==> config.mk <==
export PLATFORM = sky130hd
export DESIGN_NAME = reboot_trigger
export DESIGN_NICKNAME = d
export VERILOG_FILES = /design/src/rtl/reboot_trigger.sv
export SDC_FILE = /design/constraint.sdc
export NUM_CORES = 1
export LEC_CHECK = 0
export ABC_AREA = 1
export ABC_CLOCK_PERIOD_IN_PS = 6000
export BUFFER_PORTS_ARGS = -buffer_cell sky130_fd_sc_hd__clkbuf_2
export CAP_MARGIN = 10
export CORE_ASPECT_RATIO = 0.7
export CORE_MARGIN = 2
export CORE_UTILIZATION = 29
export CTS_CLUSTER_SIZE = 28
export DETAILED_ROUTE_END_ITERATION = 8
export PLACE_DENSITY = 0.47
export SYNTH_ARGS = -nofsm -noshare
export SYNTH_HDL_FRONTEND = slang
export SYNTH_SLANG_ARGS = --single-unit
==> constraint.sdc <==
create_clock -name clk -period 6 [get_ports clk]
set_clock_uncertainty 0.15 [all_clocks]
set_input_delay 0.6 -clock clk [delete_from_list [all_inputs] [get_ports clk]]
set_output_delay 0.6 -clock clk [all_outputs]
set_load 0.01 [all_outputs]
==> src/rtl/reboot_trigger.sv <==
// rtl/reboot_trigger.sv - decides when the FPGA reconfigures via the ICAP reboot sequencer
//
// Purpose:
//   Collects reboot requests from three sources and releases the downstream
//   sequencer's hold line after a flush delay. The three sources are a 4-byte
//   magic command, a debounced push button and an optional watchdog. Once
//   released, the hold stays low until rst_n.
//
// Ports:
//   clk        system clock
//   rst_n      asynchronous active-low reset
//   cmd_valid  one-cycle strobe, cmd_data valid
//   cmd_data   received command byte
//   btn_n      raw asynchronous push button, active low
//   wdt_en     watchdog enable
//   wdt_kick   watchdog service pulse
//   reboot     sequencer hold: 1 = hold idle, 0 = run reboot
//   pending    reboot accepted; delay running or already fired
//   cause      0 none, 1 command, 2 button, 3 watchdog

module reboot_trigger #(
  parameter logic [31:0] MAGIC           = 32'h424F4F54,
  parameter int          DEBOUNCE_CYCLES = 50000,
  parameter int          WDT_CYCLES      = 50000000,
  parameter int          DELAY_CYCLES    = 100000
) (
  input  logic       clk,
  input  logic       rst_n,
  input  logic       cmd_valid,
  input  logic [7:0] cmd_data,
  input  logic       btn_n,
  input  logic       wdt_en,
  input  logic       wdt_kick,
  output logic       reboot,
  output logic       pending,
  output logic [1:0] cause
);

  // Counter widths. The debounce counter must hold DEBOUNCE_CYCLES itself
  // (saturation value); the watchdog only ever reaches WDT_CYCLES-1.
  localparam int DB_W  = $clog2(DEBOUNCE_CYCLES + 1);
  localparam int WDT_W = $clog2(WDT_CYCLES);
  localparam int DLY_W = $clog2(DELAY_CYCLES + 1);

  localparam logic [DB_W-1:0]  DB_MAX   = DB_W'(DEBOUNCE_CYCLES);
  localparam logic [DB_W-1:0]  DB_PRE   = DB_W'(DEBOUNCE_CYCLES - 1);
  localparam logic [WDT_W-1:0] WDT_TERM = WDT_W'(WDT_CYCLES - 1);
  localparam logic [DLY_W-1:0] DLY_LOAD = DLY_W'(DELAY_CYCLES - 1);

  localparam logic [1:0] ST_IDLE  = 2'd0;
  localparam logic [1:0] ST_ARMED = 2'd1;
  localparam logic [1:0] ST_FIRE  = 2'd2;

  localparam logic [1:0] CAUSE_CMD = 2'd1;
  localparam logic [1:0] CAUSE_BTN = 2'd2;
  localparam logic [1:0] CAUSE_WDT = 2'd3;

  // ---------------------------------------------------------------------------
  // Magic command matcher
  // ---------------------------------------------------------------------------
  logic [1:0] idx;
  logic [7:0] magic_byte;
  logic       byte_hit;
  logic       cmd_trig;

  // Byte 0 is the most significant byte of MAGIC.
  always_comb begin
    magic_byte = MAGIC[31:24];
    case (idx)
      2'd0: magic_byte = MAGIC[31:24];
      2'd1: magic_byte = MAGIC[23:16];
      2'd2: magic_byte = MAGIC[15:8];
      2'd3: magic_byte = MAGIC[7:0];
      default: magic_byte = MAGIC[31:24];
    endcase
  end

  assign byte_hit = (cmd_data == magic_byte);
  assign cmd_trig = cmd_valid && byte_hit && (idx == 2'd3);

  always_ff @(posedge clk or negedge rst_n) begin
    if (!rst_n) begin
      idx <= 2'd0;
    end else if (cmd_valid) begin
      if (byte_hit) begin
        // idx wraps 3 -> 0 on a full match
        idx <= idx + 2'd1;
      end else if (cmd_data == MAGIC[31:24]) begin
        // a mismatching byte may itself be the start of a new key
        idx <= 2'd1;
      end else begin
        idx <= 2'd0;
      end
    end
  end

  // ---------------------------------------------------------------------------
  // Button synchronizer and debounce
  // ---------------------------------------------------------------------------
  logic            btn_meta;
  logic            btn_s;
  logic [DB_W-1:0] db_cnt;
  logic            btn_trig;

  always_ff @(posedge clk or negedge rst_n) begin
    if (!rst_n) begin
      btn_meta <= 1'b1;
      btn_s    <= 1'b1;
    end else begin
      btn_meta <= btn_n;
      btn_s    <= btn_meta;
    end
  end

  always_ff @(posedge clk or negedge rst_n) begin
    if (!rst_n) begin
      db_cnt <= '0;
    end else if (btn_s) begin
      db_cnt <= '0;
    end else if (db_cnt != DB_MAX) begin
      db_cnt <= db_cnt + DB_W'(1);
    end
  end

  // Fires only on the DEBOUNCE_CYCLES-1 -> DEBOUNCE_CYCLES step, so a held
  // button (counter parked at DB_MAX) cannot retrigger.
  assign btn_trig = !btn_s && (db_cnt == DB_PRE);

  // ---------------------------------------------------------------------------
  // Watchdog
  // ---------------------------------------------------------------------------
  logic [WDT_W-1:0] wdt_cnt;
  logic             wdt_run;
  logic             wdt_trig;

  assign wdt_run  = wdt_en && !wdt_kick;
  // A kick in the terminal cycle masks the trigger.
  assign wdt_trig = wdt_run && (wdt_cnt == WDT_TERM);

  always_ff @(posedge clk or negedge rst_n) begin
    if (!rst_n) begin
      wdt_cnt <= '0;
    end else if (!wdt_run) begin
      wdt_cnt <= '0;
    end else if (wdt_cnt != WDT_TERM) begin
      wdt_cnt <= wdt_cnt + WDT_W'(1);
    end
  end

  // ---------------------------------------------------------------------------
  // Sequencing FSM
  // ---------------------------------------------------------------------------
  logic [1:0]       state;
  logic [DLY_W-1:0] dly_cnt;
  logic             any_trig;
  logic [1:0]       trig_cause;

  assign any_trig = cmd_trig || btn_trig || wdt_trig;

  // Coincident requests resolve command > button > watchdog.
  always_comb begin
    trig_cause = CAUSE_WDT;
    if (cmd_trig) begin
      trig_cause = CAUSE_CMD;
    end else if (btn_trig) begin
      trig_cause = CAUSE_BTN;
    end
  end

  always_ff @(posedge clk or negedge rst_n) begin
    if (!rst_n) begin
      state   <= ST_IDLE;
      dly_cnt <= '0;
      reboot  <= 1'b1;
      pending <= 1'b0;
      cause   <= 2'd0;
    end else begin
      case (state)
        ST_IDLE: begin
          reboot <= 1'b1;
          if (any_trig) begin
            state   <= ST_ARMED;
            dly_cnt <= DLY_LOAD;
            pending <= 1'b1;
            cause   <= trig_cause;
          end
        end
        ST_ARMED: begin
          // Loaded with DELAY_CYCLES-1, so reboot falls DELAY_CYCLES edges
          // after the trigger edge.
          if (dly_cnt != '0) begin
            dly_cnt <= dly_cnt - DLY_W'(1);
          end else begin
            state  <= ST_FIRE;
            reboot <= 1'b0;
          end
        end
        ST_FIRE: begin
          reboot  <= 1'b0;
          pending <= 1'b1;
        end
        default: begin
          state   <= ST_IDLE;
          reboot  <= 1'b1;
          pending <= 1'b0;
          cause   <= 2'd0;
        end
      endcase
    end
  end

endmodule

==> impl_metrics.json, run 1 <==
{
  "run_status": "complete, no violations",
  "worstSetupEndpointType": "flip-flop",
  "root_buffer": "sky130_fd_sc_hd__clkbuf_16",
  "leakage_component_of_the_power_nw": 2.05,
  "placement.io_buffers": 17,
  "fin_setup_tns_ps": 0,
  "count_of_flip_flops_with_a_built_in_enable_after_synthesis": 0,
  "final_period_utilization": 0.380,
  "placement.setup.worst_slack_ps": 3730,
  "initial_detailed_routing_violation_count": 211,
  "n_antenna_cell": 0,
  "cts_tree": "done",
  "number_of_sinks_driven_by_the_clock_tree": 69,
  "slew_headroom": 0.397,
  "post-synth-top-area-cell": "sky130_fd_sc_hd__dfrtp_1",
  "final_design_area_no_fill_um2": 4680,
  "grt_setup_unrepaired": "no",
  "achievable-frequency_mhz": 439,
  "drt_pass1_iterations": 4,
  "global_route.overflow_total": 0,
  "mappedNetlistArea_um2": 4120,
  "worstSkewPairLatency_ps": 330,
  "die_y_um": 104,
  "finalWorstPathRequiredPeriod_ps": 2280,
  "route.detailed.drc": 0,
  "ir_worst_vdd_v": 0.000149,
  "cts_max_path_buffers": 2,
  "post_synth.cell_area_avg_um2": 7.71,
  "clk_transition_reported_paths_ps": 60,
  "worstMarginPinSlew_ps": 905,
  "crit_fanout": 31,
  "post-dp-hpwl_um": 6440,
  "postLayoutSetupSlackWorst_ps": 3720,
  "core_area_um2": 13900,
  "synth_area_leaders": "sky130_fd_sc_hd__dfrtp_1 40%, sky130_fd_sc_hd__nand2_1 10%, sky130_fd_sc_hd__nor2_1 7.0%, sky130_fd_sc_hd__inv_1 6.6%, sky130_fd_sc_hd__nand3_1 4.5%",
  "post_route_cells_drive_above_1_share": 0.132,
  "hp-class": "in2reg",
  "fp_rows": 36,
  "drv.max_cap_violation_count": 0,
  "dieArea_um2": 15200,
  "floorplan.initialDensity": 0.296,
  "ys_ff_latch": 69,
  "synthFlopType": "sky130_fd_sc_hd__dfrtp_1",
  "maximum_number_of_pins_on_one_net_before_global_route_repair": 70,
  "report.final.slew_viol_count": 0,
  "synthTopCellsByCount": "115 x sky130_fd_sc_hd__nand2_1, 77 x sky130_fd_sc_hd__nor2_1, 72 x sky130_fd_sc_hd__inv_1, 66 x sky130_fd_sc_hd__dfrtp_1, 37 x sky130_fd_sc_hd__nand3_1",
  "avgRoutedWirePerCell_um": 11.9,
  "finish.net_count": 581,
  "cp.arrival_ps": 2350,
  "count_of_endpoints_failing_hold_in_the_final_timing_report": 0,
  "cts_hold_buf": 0,
  "syn-instance-count": 535,
  "tritoncts.num_buffers": 9,
  "drt_antenna_net_count": 0,
  "yosysMostFrequentCell": "sky130_fd_sc_hd__nand2_1",
  "crit_required_ps": 6070,
  "netlist.area_leader.share": 0.400,
  "io-pin-count": 18,
  "asyncSetResetFlopFracSynth": 1.00,
  "postCtsResizedCells": 0,
  "netlist-cell-type-count": 40,
  "route.final.wire_length_um": 8910,
  "yosys_warnings": 0,
  "place_congestion": 0.812,
  "syn-num-nets": 560,
  "grt_first_pass_wirelength_um": 15600,
  "grt_pass1_vias": 3225,
  "cts-htree-levels": 3,
  "power.density_nw_per_um2": 350,
  "path_class": "reg2reg",
  "synth_seq_area_share": 0.420,
  "groute.usage.overall": 0.127,
  "detailed_place.area_um2": 4390,
  "worst_setup_path_start_kind": "flip-flop",
  "setup_viol_count_final": 0,
  "grt_antenna_before_repair": 0,
  "postCtsSetupBuffers": 0,
  "die_w_um": 147,
  "detailroute.via_count": 3408,
  "flow.area_growth_from_synthesis_pct": 13.5,
  "vias_per_cell": 4.54
}
[state kept, by name, indices dropped and copies added, names as in the netlist]
register	cells
cause	2
idx	2
state	2
wdt_cnt	26
reboot	1
pending	1
dly_cnt	17
btn_meta	1
btn_s	1
db_cnt	16
[worst max-delay path, stage by stage, from the launching register on]
cell	delay, ps
sky130_fd_sc_hd__dfrtp_1	360
sky130_fd_sc_hd__inv_1	80
sky130_fd_sc_hd__ha_1	310
sky130_fd_sc_hd__inv_1	100
sky130_fd_sc_hd__nand2_1	50
sky130_fd_sc_hd__nand2_1	60
sky130_fd_sc_hd__nand3_1	60
sky130_fd_sc_hd__nor2_1	200
sky130_fd_sc_hd__nand3_1	220
sky130_fd_sc_hd__nand4_4	200
sky130_fd_sc_hd__nand2_8	190
sky130_fd_sc_hd__nand2_1	130
sky130_fd_sc_hd__o21ai_2	50
[routing by layer]
| metal | up-vias | part of all wire | global-route usage |
|---|---|---|---|
| li1 | 1776 | - | - |
| met1 | 1574 | 0.53 | 0.179 |
| met2 | 43 | 0.42 | 0.188 |
| met3 | 15 | 0.032 | 0.0348 |
| met4 | 0 | 0.017 | 0.0437 |
| met5 | - | 0 | 0 |
[cell usage in the layout (no fill, tap or decap), types with 2 or more instances in the layout]
master	instances
sky130_fd_sc_hd__nand2_2	5
sky130_fd_sc_hd__nor2_1	77
sky130_fd_sc_hd__nor2_4	2
sky130_fd_sc_hd__clkinv_2	2
sky130_fd_sc_hd__a21oi_1	21
sky130_fd_sc_hd__clkbuf_1	2
sky130_fd_sc_hd__nor4_1	4
sky130_fd_sc_hd__nand2_1	115
sky130_fd_sc_hd__xor2_1	10
sky130_fd_sc_hd__buf_4	2
sky130_fd_sc_hd__dfstp_2	3
sky130_fd_sc_hd__clkbuf_2	16
sky130_fd_sc_hd__o21ai_2	14
sky130_fd_sc_hd__nand3_1	37
sky130_fd_sc_hd__nor3_2	3
sky130_fd_sc_hd__nand4_1	14
sky130_fd_sc_hd__dfrtp_1	66
sky130_fd_sc_hd__clkbuf_16	9
sky130_fd_sc_hd__o21ai_0	23
sky130_fd_sc_hd__nor2_2	5
sky130_fd_sc_hd__ha_1	11
sky130_fd_sc_hd__nor3_1	14
sky130_fd_sc_hd__inv_1	72
sky130_fd_sc_hd__or2_2	4
sky130_fd_sc_hd__nand3b_1	2
sky130_fd_sc_hd__xnor2_1	9
[cell families (layout without fill, tap and decap cells)]
| logic type | after synthesis | after routing | share of synthesized area |
|---|---|---|---|
| buffers and inverters | 80 | 106 | 0.0825 |
| DFF | 69 | 69 | 0.420 |
| xor gates and xnor gates | 19 | 19 | 0.0404 |
| adders and majority gates | 11 | 11 | 0.0334 |
| AOI/OAI and AO/OA | 68 | 68 | 0.103 |
| and+or+nand+nor | 288 | 288 | 0.321 |
[stage by stage]
step | instances | total power, mW | utilization | hold slack, ps
after floorplan | 535 | 1.05 | - | 154
after global placement | 735 | 1.11 | 0.315 | 198
after detailed placement | 735 | 1.13 | 0.315 | 200
after CTS | 751 | 1.67 | 0.336 | 180
after global routing | 751 | 1.76 | 0.336 | 178
final | 751 | 1.64 | 0.336 | 195
[path summary, 6_finish.rpt]
| path | from | endpoint | slack [ps] | cells past startpoint |
|---|---|---|---|---|
| worst min register to register | btn_meta | btn_s | 210 | 0 |
| max in group asynchronous | rst_n | db_cnt[9] | 4860 | 1 |
| worst min-delay path | btn_n | btn_meta | 190 | 1 |
| min in group asynchronous | rst_n | wdt_cnt[3] | 220 | 1 |
| worst max register to register | idx[0] | dly_cnt[5] | 3720 | 12 |
| worst max-delay path | idx[0] | dly_cnt[5] | 3720 | 12 |
[area by class of cell]
type                       instances  area, um^2
clock buffer                      12         246
clock inverter                     4        47.5
fill                            1469        9240
inverter                          72         270
multi-input combinational        386        2050
sequential                        69        1730
tap                              190         238
timing repair buffer              18        95.1
[where the power goes]
part           internal (mW)  switching (mW)
logic                  0.176           0.338
clock network          0.332           0.196
registers              0.535          0.0608
total                   1.04           0.595
Power figures use the tool's default switching activity.
==> run 2: changes to the inputs <==
--- a/config.mk
+++ b/config.mk
@@ -5,8 +5,8 @@
 export SDC_FILE = /design/constraint.sdc
 export NUM_CORES = 1
 export LEC_CHECK = 0
-export ABC_AREA = 1
-export ABC_CLOCK_PERIOD_IN_PS = 6000
+export ABC_AREA = 0
+export ABC_CLOCK_PERIOD_IN_PS = 1900
 export BUFFER_PORTS_ARGS = -buffer_cell sky130_fd_sc_hd__clkbuf_2
 export CAP_MARGIN = 10
 export CORE_ASPECT_RATIO = 0.7
@@ -14,7 +14,7 @@
 export CORE_UTILIZATION = 29
 export CTS_CLUSTER_SIZE = 28
 export DETAILED_ROUTE_END_ITERATION = 8
-export PLACE_DENSITY = 0.47
+export PLACE_DENSITY = 0.48
 export SYNTH_ARGS = -nofsm -noshare
 export SYNTH_HDL_FRONTEND = slang
 export SYNTH_SLANG_ARGS = --single-unit
==> constraint.sdc (replaced) <==
create_clock -name clk -period 1.9 [get_ports clk]
set_clock_uncertainty 0.15 [all_clocks]
set_input_delay 0.19 -clock clk [delete_from_list [all_inputs] [get_ports clk]]
set_output_delay 0.19 -clock clk [all_outputs]
set_load 0.01 [all_outputs]
==> run 2 against run 1 <==
- the flow now finishes with violations (negative setup slack)
- critical path type unchanged
- die area fell by 8.5%
- core utilization rose by 16 points
- total power rose to 3.7 times the previous value
- largest power group is now combinational cells
==> impl_metrics.json, run 2 <==
{
  "grt_antenna_before_repair": 0,
  "report.final.slew_viol_count": 0,
  "worstMarginPinSlew_ps": 504,
  "groute.usage.overall": 0.163,
  "layout_common_cells": "132 x sky130_fd_sc_hd__buf_4, 65 x sky130_fd_sc_hd__dfrtp_1, 52 x sky130_fd_sc_hd__nor2_1, 23 x sky130_fd_sc_hd__xor2_1, 23 x sky130_fd_sc_hd__buf_6",
  "critical_path.reg2reg.endpoint": "dly_cnt[5]",
  "layout.filler_cells": 1125,
  "worst_setup_path_start_kind": "flip-flop",
  "crit_fanout": 5,
  "setup_viol_count_final": 43,
  "grt_pass1_vias": 3651,
  "drv.max_cap_violation_count": 0,
  "reg.largest.list": "wdt_cnt (26), dly_cnt (17), db_cnt (16)",
  "postLayoutSetupSlackWorst_ps": -858,
  "power.total_mw": 6.05,
  "most_common_cell_after_layout_fill_and_taps_aside": "sky130_fd_sc_hd__buf_4",
  "io-pin-count": 18,
  "leakage_component_of_the_power_nw": 2.70,
  "route.final.wire_length_um": 10800,
  "vias_per_cell": 4.93,
  "post_synth.cell_area_avg_um2": 9.40,
  "combined_flip_flop_and_latch_cell_area_um2": 1730,
  "root_buffer": "sky130_fd_sc_hd__clkbuf_16",
  "place_congestion": 0.876,
  "violations": "negative setup slack",
  "slew_headroom": 0.661,
  "maximum_number_of_pins_on_one_net_before_global_route_repair": 46,
  "min-delay-start": "cmd_data[4]",
  "met3_length_um": 677,
  "grt_setup_unrepaired": "yes",
  "crit_required_ps": 1970,
  "cts_tree": "done",
  "route.detailed.drc": 0,
  "netlist.area_leader.share": 0.439,
  "ys_ff_latch": 69,
  "power.density_nw_per_um2": 974,
  "fp_rows": 34,
  "achievable-frequency_mhz": 363,
  "placement.io_buffers": 17,
  "synthTopCellsByCount": "66 x sky130_fd_sc_hd__dfrtp_1, 56 x sky130_fd_sc_hd__nor2_1, 26 x sky130_fd_sc_hd__nand2_1, 26 x sky130_fd_sc_hd__xor2_1, 20 x sky130_fd_sc_hd__nand3_1",
  "worstSkewPairLatency_ps": 330,
  "global_route.overflow_total": 0,
  "flow.area_growth_from_synthesis_pct": 65.0,
  "path_class": "reg2reg",
  "m1WireLength_um": 5210,
  "core_area_um2": 12500,
  "worst_setup_slack_for_register_to_register_paths_ps": -860,
  "yosysMostFrequentCell": "sky130_fd_sc_hd__dfrtp_1",
  "count_of_flip_flops_with_a_built_in_enable_after_synthesis": 0,
  "registers.top_by_ff_count": "wdt_cnt",
  "dieArea_um2": 13900,
  "die_y_um": 99.3,
  "n_antenna_cell": 0,
  "drt_antenna_net_count": 0,
  "drt_pass1_iterations": 5,
  "syn-instance-count": 400,
  "synth_seq_area_share": 0.460,
  "ir_worst_vdd_v": 0.000815,
  "initial_detailed_routing_violation_count": 175,
  "cts_max_path_buffers": 2,
  "clk_transition_reported_paths_ps": 60,
  "final_period_utilization": 1.45,
  "multi_input_comb_area_um2": 2470,
  "run_status": "complete, but fails checks",
  "hold_end": "idx[0]",
  "met2_wirelength_um": 4770,
  "ff2ff_path_depth": 7,
  "floorplan.initialDensity": 0.300,
  "hp-class": "in2reg",
  "worst_r2r_startpoint": "dly_cnt[5]",
  "number_of_flip_flops_under_the_largest_register_name": 26,
  "number_of_sinks_driven_by_the_clock_tree": 69,
  "tritoncts.num_buffers": 9,
  "finalWorstPathRequiredPeriod_ps": 2760,
  "top_layer_used": "met4",
  "mappedNetlistArea_um2": 3760,
  "finish.net_count": 598,
  "avgRoutedWirePerCell_um": 14.6,
  "synthFlopType": "sky130_fd_sc_hd__dfrtp_1",
  "asyncSetResetFlopFracSynth": 1.00,
  "synth_area_leaders": "sky130_fd_sc_hd__dfrtp_1 44%, sky130_fd_sc_hd__xor2_1 6.1%, sky130_fd_sc_hd__nor2_1 5.6%, sky130_fd_sc_hd__ha_1 3.7%, sky130_fd_sc_hd__xnor2_1 2.8%",
  "post_route_cells_drive_above_1_share": 0.478,
  "count_of_endpoints_failing_hold_in_the_final_timing_report": 0,
  "yosys_warnings": 0,
  "cts-htree-levels": 3,
  "grt_first_pass_wirelength_um": 18000,
  "detailroute.via_count": 3650,
  "post-dp-hpwl_um": 7340,
  "placement.setup.worst_slack_ps": -815,
  "cp.arrival_ps": 2830,
  "post-synth-top-area-cell": "sky130_fd_sc_hd__dfrtp_1",
  "worstSetupEndpointType": "flip-flop",
  "hold_depth": 4,
  "netlist-cell-type-count": 53,
  "die_w_um": 140,
  "syn-num-nets": 425,
  "final.hold.worst_slack_ps": 97.7
}
run 2: repair_timing:
item | in CTS | in global routing
gates cloned | 1 | 0
setup endpoints to repair | 50 | 51
hold buffers | 3 | 0
setup buffers | 19 | 17
resized for setup | 73 | 49
endpoints found under the hold margin | 31 | 0
pin swaps | 43 | 31
run 2: how the worst max path moves through the flow:
stage,start,to,cells after the start
final,dly_cnt[5],dly_cnt[5],7
after global routing,dly_cnt[5],dly_cnt[9],8
after CTS,dly_cnt[4],state[0],5
after detailed placement,dly_cnt[10],state[0],5
after global placement,dly_cnt[10],state[0],5
after floorplan,dly_cnt[3],dly_cnt[16],9
run 2: logic make-up after synthesis:
kind of cell               after synthesis  synth area share
AOI/OAI and AO/OA                       78             0.144
xor gates and xnor gates                38            0.0885
adders and majority gates               11            0.0366
buffers and inverters                   30            0.0326
DFF                                     69             0.460
muxes                                    2           0.00566
and+or+nand+nor                        172             0.233
run 2: report_power, final:
group | leakage (nW) | switching (mW) | internal (mW)
Combinational | 1.63 | 1.21 | 1.10
Sequential | 0.891 | 0.0666 | 1.58
Clock | 0.173 | 0.661 | 1.42
Total | 2.70 | 1.94 | 4.11
run 2: critical path: stages, from the launching register on:
cell	delay (ps)
sky130_fd_sc_hd__dfrtp_1	380
sky130_fd_sc_hd__or4_4	540
sky130_fd_sc_hd__or4_4	530
sky130_fd_sc_hd__o41a_4	520
sky130_fd_sc_hd__buf_6	170
sky130_fd_sc_hd__a31oi_1	180
sky130_fd_sc_hd__o21ai_1	90
sky130_fd_sc_hd__o31ai_1	80
run 2: routing by layer:
layer | global-route usage | vias up
met5 | 0 | -
met4 | 0.0451 | 0
met3 | 0.0419 | 13
met2 | 0.242 | 115
met1 | 0.237 | 1740
li1 | - | 1782
run 2: area by class of cell:
cell class	count	share of cell area
clock inverter	6	0.0220
inverter	16	0.00968
multi-input combinational	302	0.398
timing repair buffer	175	0.222
tap	162	0.0327
clock buffer	10	0.0369
sequential	69	0.279
run 2: stage by stage:
step                area, um^2   util  std cells  setup TNS (ps)
finish                    6210  0.495        740          -20460
global route              6210  0.495        740          -24510
CTS                       5910  0.471        728          -18770
detailed placement        5020  0.400        690          -18460
global placement          5020  0.400        690          -17980
floorplan                 3870      -        400          -15440
